$ cat config.mk
export PLATFORM = sky130hd
export DESIGN_NAME = scmp_frame_minmax
export DESIGN_NICKNAME = d
export VERILOG_FILES = /design/src/rtl/scmp_frame_minmax.sv
export SDC_FILE = /design/constraint.sdc
export NUM_CORES = 1
export LEC_CHECK = 0
export ABC_AREA = 1
export CAP_MARGIN = 15
export CORE_MARGIN = 4
export CORE_UTILIZATION = 58
export CTS_CLUSTER_SIZE = 12
export DETAILED_ROUTE_END_ITERATION = 8
export GPL_TIMING_DRIVEN = 0
export MAX_ROUTING_LAYER = met4
export PLACE_DENSITY = 0.84
export SYNTH_ARGS = -nofsm -noshare
export SYNTH_HDL_FRONTEND = slang
export SYNTH_SLANG_ARGS = --single-unit
$ cat constraint.sdc
create_clock -name clk -period 6 [get_ports clk]
set_input_delay 1.5 -clock clk [delete_from_list [all_inputs] [get_ports clk]]
set_output_delay 1.5 -clock clk [all_outputs]
set_load 0.01 [all_outputs]
$ cat src/rtl/scmp_frame_minmax.sv
// Frame statistics collector: tracks the signed min, max and saturating sample count
// of each input frame and presents one registered summary per frame on a valid/ready port.
module scmp_frame_minmax (
    input  logic       clk,
    input  logic       reset_n,
    input  logic       in_val,
    output logic       in_rdy,
    input  logic [7:0] in_data,
    input  logic       in_last,
    output logic       out_val,
    input  logic       out_rdy,
    output logic [7:0] out_min,
    output logic [7:0] out_max,
    output logic [7:0] out_cnt,
    output logic       out_flat
);

    typedef enum logic {
        ACCUM = 1'b0,
        HOLD  = 1'b1
    } state_t;

    state_t            state_q, state_d;
    logic signed [7:0] min_q, min_d;
    logic signed [7:0] max_q, max_d;
    logic [7:0]        cnt_q, cnt_d;
    logic signed [7:0] out_min_q, out_min_d;
    logic signed [7:0] out_max_q, out_max_d;
    logic [7:0]        out_cnt_q, out_cnt_d;
    logic              out_flat_q, out_flat_d;

    logic              in_fire;
    logic              out_fire;
    logic signed [7:0] sample;
    logic signed [7:0] upd_min;
    logic signed [7:0] upd_max;
    logic [7:0]        upd_cnt;

    // Count holds at 255 once reached; min/max keep tracking beyond that point.
    function automatic logic [7:0] sat_inc(input logic [7:0] c);
        return (c == 8'hFF) ? c : c + 8'd1;
    endfunction

    always_comb begin
        sample   = $signed(in_data);
        in_fire  = (state_q == ACCUM) && in_val;
        out_fire = (state_q == HOLD) && out_rdy;

        if (cnt_q == 8'd0) begin
            upd_min = sample;
            upd_max = sample;
            upd_cnt = 8'd1;
        end else begin
            upd_min = (sample < min_q) ? sample : min_q;
            upd_max = (sample > max_q) ? sample : max_q;
            upd_cnt = sat_inc(cnt_q);
        end

        state_d    = state_q;
        min_d      = min_q;
        max_d      = max_q;
        cnt_d      = cnt_q;
        out_min_d  = out_min_q;
        out_max_d  = out_max_q;
        out_cnt_d  = out_cnt_q;
        out_flat_d = out_flat_q;

        if (in_fire) begin
            min_d = upd_min;
            max_d = upd_max;
            cnt_d = upd_cnt;
            // The summary captures the updated values so the last sample is included.
            if (in_last) begin
                state_d    = HOLD;
                out_min_d  = upd_min;
                out_max_d  = upd_max;
                out_cnt_d  = upd_cnt;
                out_flat_d = (upd_min == upd_max);
            end
        end

        if (out_fire) begin
            state_d = ACCUM;
            cnt_d   = 8'd0;
        end
    end

    always_ff @(posedge clk or negedge reset_n) begin
        if (!reset_n) begin
            state_q    <= ACCUM;
            min_q      <= 8'sd0;
            max_q      <= 8'sd0;
            cnt_q      <= 8'd0;
            out_min_q  <= 8'sd0;
            out_max_q  <= 8'sd0;
            out_cnt_q  <= 8'd0;
            out_flat_q <= 1'b0;
        end else begin
            state_q    <= state_d;
            min_q      <= min_d;
            max_q      <= max_d;
            cnt_q      <= cnt_d;
            out_min_q  <= out_min_d;
            out_max_q  <= out_max_d;
            out_cnt_q  <= out_cnt_d;
            out_flat_q <= out_flat_d;
        end
    end

    // Handshake flags come from state alone so neither port sees a combinational path.
    assign in_rdy   = (state_q == ACCUM);
    assign out_val  = (state_q == HOLD);
    assign out_min  = out_min_q;
    assign out_max  = out_max_q;
    assign out_cnt  = out_cnt_q;
    assign out_flat = out_flat_q;

endmodule

---- Word-level counts from Yosys, hierarchy flattened ----
Index checks and enable logic that the tools add are counted.
operators by class
  reduce and logical (&&, ||, !) cells .... 7
  multiplexer cells ....................... 11
  order comparisons ....................... 2
  bitwise gates (word level) .............. 1
  equality and inequality tests ........... 2
  add/sub/neg operators ................... 1
operator list
  operator               number
  $mux W8                8
  $add A8 B1 Y8 const B  1
  $eq A8 B8 Y1           1
  $eq A8 B8 Y1 const B   1
  $gt A8 B8 Y1           1
  $logic_not A8 Y1       1
  $lt A8 B8 Y1           1
  $reduce_and A2 Y1      2
  $reduce_bool A2 Y1     2
  $mux W1                3
  $logic_and A1 B1 Y1    2
  $not A1 Y1             1
storage, ports and cells
  register bits after elaboration ......... 50
  logic and storage cells ................. 32
  input port bits ......................... 13

---- Logic depth before layout (Yosys ltp) ----
Gate-level depths: netlist of run 1.
  depth in word-level cells ............... 5
  gate-level depth with buffers ........... 22
  gate-level depth less buffers ........... 21

---- Worst setup path after synthesis of run 1 ----
No wires, ideal clock.
  path kind ............................... input -> register
  start ................................... input port in_data[7]
  end ..................................... register out_flat_q, in the netlist out_flat
  required time ........................... 5.883 ns
  setup slack ............................. 2.879 ns
  buffers on the path ..................... 1
  arrival time ............................ 3.003 ns
  cell stages on the path ................. 13
  cell sequence ........................... ha_1 > a21o_1 > nor2_1 > nand3_1 > nand3_4 > nand2_4 > buf_8 > o21ai_1 > nand2_1 > nand3_1 > nor2_1 > nand3_1 > nand2_1
on the way
  cells in the longest elaborated chain, start to end .. 4
ends and longest elaborated chain
  what                                          line    source
  from (decl)                                   8       input logic [7:0] in_data,
  $lt A8 B8 Y1 or $gt A8 B8 Y1 (tied branches)  54, 55
  $mux W8 (on tied branches)                    54, 55
  $mux W8                                       49      if (cnt_q == 8'd0) begin
  $eq A8 B8 Y1 (*)                              78      out_flat_d = (upd_min == upd_max);
  to (signal assigned)                          106     out_flat_q <= out_flat_d;
  to (decl)                                     30      logic out_flat_q, out_flat_d;
Mark *: on every way between the ends. The rest lies on a longest branch, timed or not.
A chain may end at the register's enable or synchronous reset.

---- Worst setup path in the final report of run 1 ----
Same ends and word-level chain as after synthesis.

==> impl_table.tex, run 1 <==
\begin{tabular}{lr}
\hline
Metric & Value \\
\hline
\multicolumn{2}{l}{\textbf{Run status}} \\
Run status & complete, no violations \\
\multicolumn{2}{l}{\textbf{Global routing}} \\
Via count of the first global-routing pass & 2611 \\
Wire length of the first global-routing pass & between 10 and 15 mm \\
Congestion Overflow GR & 0 \\
Largest net degree at the start of global routing & 41 \\
Total GRT Usage & between 20\% and 30\% \\
Number of antenna violations at the first check in global routing & 0 \\
\multicolumn{2}{l}{\textbf{Final layout}} \\
Commonest non-fill, non-tap cells in the layout & nand2\_1 (135), inv\_1 (50), dfrtp\_1 (50), o21ai\_0 (47), clkdlybuf4s50\_1 (38) \\
Filler Cells Inserted & between 300 and 400 \\
Share of cells above drive strength 1 & 6.18\% \\
Final-stage net count & $\sim$470 \\
Layout overhead on the synthesized area & 20.4\% \\
Register Area & between 1000 and 1500 um\^{}2 \\
Area occupied by multi-input gates & $\sim$1400 um\^{}2 \\
Post-layout instance area & between 3000 and 4000 um\^{}2 \\
Number of antenna diodes & 0 \\
Leading cell type in the layout, fill and taps excluded & nand2\_1 \\
\multicolumn{2}{l}{\textbf{Die}} \\
Die boundary height & around 80 um \\
Full die area & roughly 6200 um\^{}2 \\
Area of the placeable core & $\sim$4800 um\^{}2 \\
Effective utilization at floorplan & between 60\% and 70\% \\
IO Count & 40 \\
\# rows & 25 \\
Floorplan die width & roughly 80 um \\
\multicolumn{2}{l}{\textbf{Clock tree}} \\
Clock Tree Buf Depth & 2 \\
CTS hold repair buffers & 0 \\
Post-CTS Resized & 0 \\
Clock sinks & 50 \\
Post-CTS Repair Setup Buffers & 0 \\
Clock latency on the worst-skew pair & 0.31 ns \\
Number of CTS-inserted buffers & 5 \\
Clock root buffer & clkbuf\_8 \\
TritonCTS clock tree & built \\
H-Tree Level Count & 2 \\
Clock Pin Slew Worst Setup and Hold Paths & approximately 0.090 ns \\
\multicolumn{2}{l}{\textbf{Detailed routing}} \\
Drt initial violations & 237 \\
Pre-antenna DRT Iters & 7 \\
Routed vias & between 2000 and 3000 \\
Met3 Wirelength & $\sim$500 um \\
Max layer used & met4 \\
WL met2 & roughly 3.3 mm \\
M1 wire length & between 3 and 4 mm \\
Number of vias per cell & $\sim$5.5 \\
Routed WL & just over 7 mm \\
Number of nets with antenna violations after routing & 0 \\
Detail-routed net length per standard cell & approximately 14 um \\
Post-route DRC violation count & 0 \\
\multicolumn{2}{l}{\textbf{Pwr}} \\
Worst voltage drop across the vdd grid & 0.000286 V \\
Static Leak & 1.79 nW \\
Power density of the placed cells & 532 nW/um\^{}2 \\
\multicolumn{2}{l}{\textbf{Logic synthesis}} \\
Cell area after synthesis & 2920 um\^{}2 \\
Portion of the post-synthesis area used by sequential elements & a little over two fifths \\
FFs w/ async S/R, synth & 100\% \\
Post-Syn Area per Cell & between 7 and 8 um\^{}2 \\
Synthesized netlist net count & 419 \\
Count of mapped cells out of synthesis & roughly 390 \\
Number of synthesis warnings & 0 \\
Number of flops mapped to enable cells by yosys & 0 \\
Distinct cells, synth & 29 \\
Flip-flop and latch count after synthesis & 50 \\
Most used flip-flop cell after synthesis & dfrtp\_1 \\
\multicolumn{2}{l}{\textbf{STA}} \\
RSZ-0062 raised after global routing & no \\
Crit share post-route & a little over three fifths \\
Final sum of negative setup slack & 0 ns \\
Final hold viol count & 0 \\
Peak Freq & 267 MHz \\
Slew margin rel. & between 50\% and 60\% \\
Fin. max-slew vios & 0 \\
Final Critical Period & 3.75 ns \\
Slew at the pin closest to its max-slew limit & around 0.64 ns \\
Final setup skew & $\sim$0.016 ns \\
Count of final setup violators & 0 \\
\multicolumn{2}{l}{\textbf{Placement}} \\
Placed wire-length estimate & between 5 and 6 mm \\
Routability congestion estimate from global placement & 0.965 \\
Area post-placement & between 3000 and 4000 um\^{}2 \\
Port buffer count & 39 \\
\multicolumn{2}{l}{\textbf{Critical path}} \\
Crit start category & primary input \\
Critical path required time & roughly 6.2 ns \\
Critical path capture point type & register \\
Biggest fanout along the worst timing path & 10 \\
Critical setup path kind & primary input to register \\
Critical path data arrival time & around 3.9 ns \\
\multicolumn{2}{l}{\textbf{Worst hold path}} \\
Hold WC Path Type & register to register \\
\multicolumn{2}{l}{\textbf{Flow run}} \\
Max Cap Violations & 0 \\
\hline
\end{tabular}
-- through the flow --
| stage | worst slack (ns) | hold slack [ns] | instances | utilization [%] | total power, mW |
|---|---|---|---|---|---|
| floorplan | 2.88 | 0.453 | 389 | - | 1.27 |
| global placement | 2.01 | 0.464 | 495 | 70.5 | 1.58 |
| detailed placement | 2.00 | 0.465 | 496 | 70.9 | 1.63 |
| CTS | 2.31 | 0.489 | 504 | 73.1 | 1.87 |
| global route | 2.00 | 0.502 | 504 | 73.1 | 2.04 |
| finish | 2.25 | 0.485 | 504 | 73.1 | 1.87 |
-- final cells by class --
type / instances / share of cell area, %
Multi-Input combinational cell: 273 / 39.9
Sequential cell: 50 / 35.5
Timing Repair Buffer: 40 / 11.5
Inverter: 55 / 5.87
Tap cell: 67 / 2.38
Clock buffer: 7 / 2.17
Buffer: 11 / 1.78
Clock inverter: 1 / 0.853
-- worst paths after layout --
path,from,end,slack [ns],cells after the start
max in group asynchronous,reset_n,max_q[1]$_DFFE_PN0P_,4.44,2
worst max register to register,max_q[7]$_DFFE_PN0P_,out_flat$_DFFE_PN0P_,3.60,14
worst min-delay path,out_cnt[3]$_DFFE_PN0P_,out_cnt[3]$_DFFE_PN0P_,0.49,2
min in group asynchronous,reset_n,max_q[6]$_DFFE_PN0P_,1.06,1
worst min register to register,out_cnt[3]$_DFFE_PN0P_,out_cnt[3]$_DFFE_PN0P_,0.49,2
worst max-delay path,in_data[7],out_flat$_DFFE_PN0P_,2.25,14
-- power by group --
group / total (mW) / switching [mW] / internal [mW]
Sequential: 0.550 / 0.0816 / 0.468
Combinational: 1.09 / 0.663 / 0.423
Clock: 0.236 / 0.111 / 0.125
-- registers in the layout (all words and copies together) (netlist names) --
register / count
cnt_q: 8
max_q: 8
min_q: 8
out_cnt: 8
out_flat: 1
out_max: 8
out_min: 8
out_val: 1
-- metal layers --
metal | GRT usage, % | vias up
li1 | - | 1346
met1 | 34.0 | 1319
met2 | 40.4 | 114
met3 | 3.85 | 12
met4 | 7.04 | 0
met5 | - | -
-- cells in the mapped netlist (5+ instances only) --
cell | count | share of area (%)
o21ai_1 | 10 | 1.7
nor2_1 | 8 | 1.0
inv_1 | 50 | 6.4
dfrtp_1 | 50 | 43
nand2_1 | 135 | 17
nand3_1 | 13 | 2.2
ha_1 | 17 | 7.3
inv_2 | 5 | 0.64
nand4_1 | 6 | 1.3
o22ai_1 | 6 | 1.3
a21oi_1 | 7 | 1.2
clkbuf_1 | 7 | 0.90
o21ai_0 | 47 | 8.0
-- cell families after synthesis --
logic type / count (synthesis) / synth area share, %
and+or+nand+nor: 179 / 26.6
xor gates and xnor gates: 2 / 0.599
adders and majority gates: 17 / 7.27
AOI/OAI and AO/OA: 75 / 13.5
buffers and inverters: 66 / 9.20
DFF: 50 / 42.8
-- critical path, cell delays in order --
cell and delay, ns:
clkdlybuf4s50_1 0.50, ha_1 0.40, a21oi_1 0.19, o21a_1 0.18, nand3_2 0.20, nand3_4 0.23
buf_6 0.16, nand2_1 0.05, o21ai_1 0.13, nand2_1 0.08, nand3_1 0.10, nor2_1 0.05
nand3_1 0.10, nand2_1 0.06
Power figures use the tool's default switching activity.
==> inputs of run 2 (changes only) <==
--- a/config.mk
+++ b/config.mk
@@ -8,12 +8,12 @@
 export ABC_AREA = 1
 export CAP_MARGIN = 15
 export CORE_MARGIN = 4
-export CORE_UTILIZATION = 58
+export CORE_UTILIZATION = 55
 export CTS_CLUSTER_SIZE = 12
 export DETAILED_ROUTE_END_ITERATION = 8
 export GPL_TIMING_DRIVEN = 0
 export MAX_ROUTING_LAYER = met4
-export PLACE_DENSITY = 0.84
+export PLACE_DENSITY = 0.8
 export SYNTH_ARGS = -nofsm -noshare
 export SYNTH_HDL_FRONTEND = slang
 export SYNTH_SLANG_ARGS = --single-unit
==> constraint.sdc (replaced) <==
create_clock -name clk -period 3.7 [get_ports clk]
set_input_delay 0.925 -clock clk [delete_from_list [all_inputs] [get_ports clk]]
set_output_delay 0.925 -clock clk [all_outputs]
set_load 0.01 [all_outputs]
==> impl_table.tex, run 2 (synthesis results as in run 1) <==
\begin{tabular}{lr}
\hline
Metric & Value \\
\hline
\multicolumn{2}{l}{\textbf{Run status}} \\
Run status & complete, no violations \\
\multicolumn{2}{l}{\textbf{STA}} \\
Peak Freq & 326 MHz \\
Final setup skew & 0.00597 ns (-0.0105 ns) \\
Count of final setup violators & 0 (unchanged) \\
RSZ-0062 raised after global routing & no \\
Final sum of negative setup slack & 0 ns (unchanged) \\
Final hold viol count & 0 (unchanged) \\
Crit share post-route & 82.9\% \\
Final Critical Period & around 3.1 ns \\
Slew margin rel. & 49.7\% (-7.5 points) \\
Slew at the pin closest to its max-slew limit & 0.748 ns (+0.111 ns) \\
Fin. max-slew vios & 0 (unchanged) \\
\multicolumn{2}{l}{\textbf{Final layout}} \\
Filler Cells Inserted & 466 (+19\%) \\
Leading cell type in the layout, fill and taps excluded & nand2\_1 \\
Commonest non-fill, non-tap cells in the layout & nand2\_1 (135), inv\_1 (50), dfrtp\_1 (50), o21ai\_0 (47), clkdlybuf4s50\_1 (38) \\
Post-layout instance area & 3500 um\^{}2 (-0.53\%) \\
Area occupied by multi-input gates & 1400 um\^{}2 (unchanged) \\
Register Area & 1250 um\^{}2 (unchanged) \\
Final-stage net count & 466 (unchanged) \\
Number of antenna diodes & 0 (unchanged) \\
Share of cells above drive strength 1 & 6.42\% (+0.24 points) \\
Layout overhead on the synthesized area & 19.7\% \\
\multicolumn{2}{l}{\textbf{Placement}} \\
Area post-placement & 3420 um\^{}2 (+0.11\%) \\
Routability congestion estimate from global placement & 0.898 (-7.0\%) \\
Placed wire-length estimate & 5.41 mm (+0.22\%) \\
Port buffer count & 39 (unchanged) \\
\multicolumn{2}{l}{\textbf{Pwr}} \\
Net load switching power & 1.37 mW (+60\%) \\
Clock network fraction of total power & 10.7\% (-1.9 points) \\
Register share of total power & 30.2\% (+0.8 points) \\
Net Sw Frac & 46.5\% (+0.83 points) \\
Internal portion of total power & 1.57 mW (+55\%) \\
Logic gate share of total power & 59.2\% (+1.2 points) \\
Total design power & 2.94 mW (+57\%) \\
Power density of the placed cells & 841 nW/um\^{}2 (+58\%) \\
Static Leak & 1.77 nW (-0.91\%) \\
Worst voltage drop across the vdd grid & 0.000511 V (+79\%) \\
\multicolumn{2}{l}{\textbf{Clock tree}} \\
TritonCTS clock tree & built \\
Clock Pin Slew Worst Setup and Hold Paths & 0.09 ns (about the same) \\
CTS hold repair buffers & 0 (unchanged) \\
Clock root buffer & clkbuf\_8 \\
Clock sinks & 50 (unchanged) \\
Clock latency on the worst-skew pair & 0.30 ns (about the same) \\
Post-CTS Resized & 0 (unchanged) \\
H-Tree Level Count & 2 (unchanged) \\
Clock Tree Buf Depth & 2 (unchanged) \\
Number of CTS-inserted buffers & 5 (unchanged) \\
Post-CTS Repair Setup Buffers & 0 (unchanged) \\
\multicolumn{2}{l}{\textbf{Critical path}} \\
Critical path capture point type & register \\
Worst r2r dst & out\_flat\$\_DFFE\_PN0P\_ \\
Crit start category & primary input \\
Launch point of the worst reg-to-reg path & min\_q[7]\$\_DFFE\_PN0P\_ \\
Setup slack of the most critical reg-to-reg path & 1.36 ns (-2.24 ns) \\
Register-to-Register Path Depth & 15 (+1) \\
Biggest fanout along the worst timing path & 10 (unchanged) \\
Critical setup path kind & primary input to register \\
Critical path required time & 3.95 ns (-2.24 ns) \\
Critical path data arrival time & 3.31 ns (-0.63 ns) \\
\multicolumn{2}{l}{\textbf{Detailed routing}} \\
Routed WL & 6.94 mm (-2.1\%) \\
Post-route DRC violation count & 0 (unchanged) \\
Pre-antenna DRT Iters & 4 (-3) \\
Number of nets with antenna violations after routing & 0 (unchanged) \\
Detail-routed net length per standard cell & 13.7 um (-2.5\%) \\
Number of vias per cell & 5.28 (-4.6\%) \\
Routed vias & 2673 (-4.2\%) \\
Drt initial violations & 175 (-26\%) \\
\multicolumn{2}{l}{\textbf{Global routing}} \\
Wire length of the first global-routing pass & 11.9 mm (-2.1\%) \\
Largest net degree at the start of global routing & 30 (-27\%) \\
Via count of the first global-routing pass & 2539 (-2.8\%) \\
Total GRT Usage & 23.9\% (-1.4 points) \\
Number of antenna violations at the first check in global routing & 0 (unchanged) \\
Congestion Overflow GR & 0 (unchanged) \\
\multicolumn{2}{l}{\textbf{Worst hold path}} \\
Hold WC Path Type & register to register \\
Instance count along the most critical hold path & 2 (unchanged) \\
End point of the most critical hold path & out\_cnt[5]\$\_DFFE\_PN0P\_ \\
Start point of the worst hold path & out\_cnt[5]\$\_DFFE\_PN0P\_ \\
\multicolumn{2}{l}{\textbf{Die}} \\
\# rows & 26 (+4.0\%) \\
Floorplan die width & 80.9 um (+2.4\%) \\
Die boundary height & 80.9 um (+2.4\%) \\
Full die area & 6550 um\^{}2 (+4.9\%) \\
Effective utilization at floorplan & 56.9\% (-3.8 points) \\
Area of the placeable core & 5140 um\^{}2 (+6.7\%) \\
IO Count & 40 (unchanged) \\
\multicolumn{2}{l}{\textbf{Flow run}} \\
Max Cap Violations & 0 (unchanged) \\
\hline
\end{tabular}
[run 2: cell count changes in the layout (fill, tap and decap cells not counted), sizes merged]
cell | previous run | this run
clkbuf | 14 | 12
bufinv | 1 | 0
clkinvlp | 0 | 2
[run 2: critical path, cell delays in order]
cell             delay, ns
clkdlybuf4s50_1       0.48
ha_1                  0.38
a21oi_1               0.16
o21a_1                0.17
nand3_2               0.18
nand3_4               0.22
buf_6                 0.17
nand2_1               0.07
nand2_1               0.11
nand2_1               0.06
nand2_1               0.06
nand2_1               0.05
nor2_1                0.10
nand3_1               0.11
nand2_1               0.07
[run 2: how the worst max path moves through the flow]
stage | startpoint | endpoint | slack [ns]
global route | in_data[7] | out_flat$_DFFE_PN0P_ | 0.39
floorplan | in_data[7] | out_flat$_DFFE_PN0P_ | 1.15
detailed placement | in_data[7] | out_flat$_DFFE_PN0P_ | 0.33
global placement | reset_n | max_q[0]$_DFFE_PN0P_ | 0.27
finish | in_data[7] | out_flat$_DFFE_PN0P_ | 0.63
CTS | in_data[7] | out_flat$_DFFE_PN0P_ | 0.64
[run 2: through the flow]
stage          instances  worst slack, ns  hold WS (ns)  utilization [%]
2_1_floorplan        389             1.15         0.453                -
3_3_place_gp         498            0.267         0.464             66.2
3_5_place_dp         499            0.331         0.464             66.5
4_1_cts              506            0.641         0.487             68.1
5_1_grt              506            0.386         0.505             68.1
6_report             506            0.631         0.489             68.1
[run 2: power groups by stage]
stage | registers [mW] | clock network [mW] | logic (mW)
6_report | 0.889 | 0.313 | 1.74
5_1_grt | 0.919 | 0.343 | 1.98
4_1_cts | 0.888 | 0.319 | 1.74
3_5_place_dp | 0.896 | 0 | 1.73
3_3_place_gp | 0.891 | 0 | 1.69
2_1_floorplan | 0.929 | 0 | 1.12
[run 2: layer usage]
metal  routed length (um)  GRT usage, %
met3                  394          4.10
met2                 3290          37.9
met1                 3150          31.5
met5                    0             -
met4                   99          7.26
[run 2: final cells by class]
cell class	count	area share, %
multi-input cells	273	40.1
flip-flops and latches	50	35.7
repair buffers	40	11.6
inverters	55	5.90
well taps	70	2.50
clock buffers	5	1.97
plain buffers	11	1.79
clock inverters	2	0.429
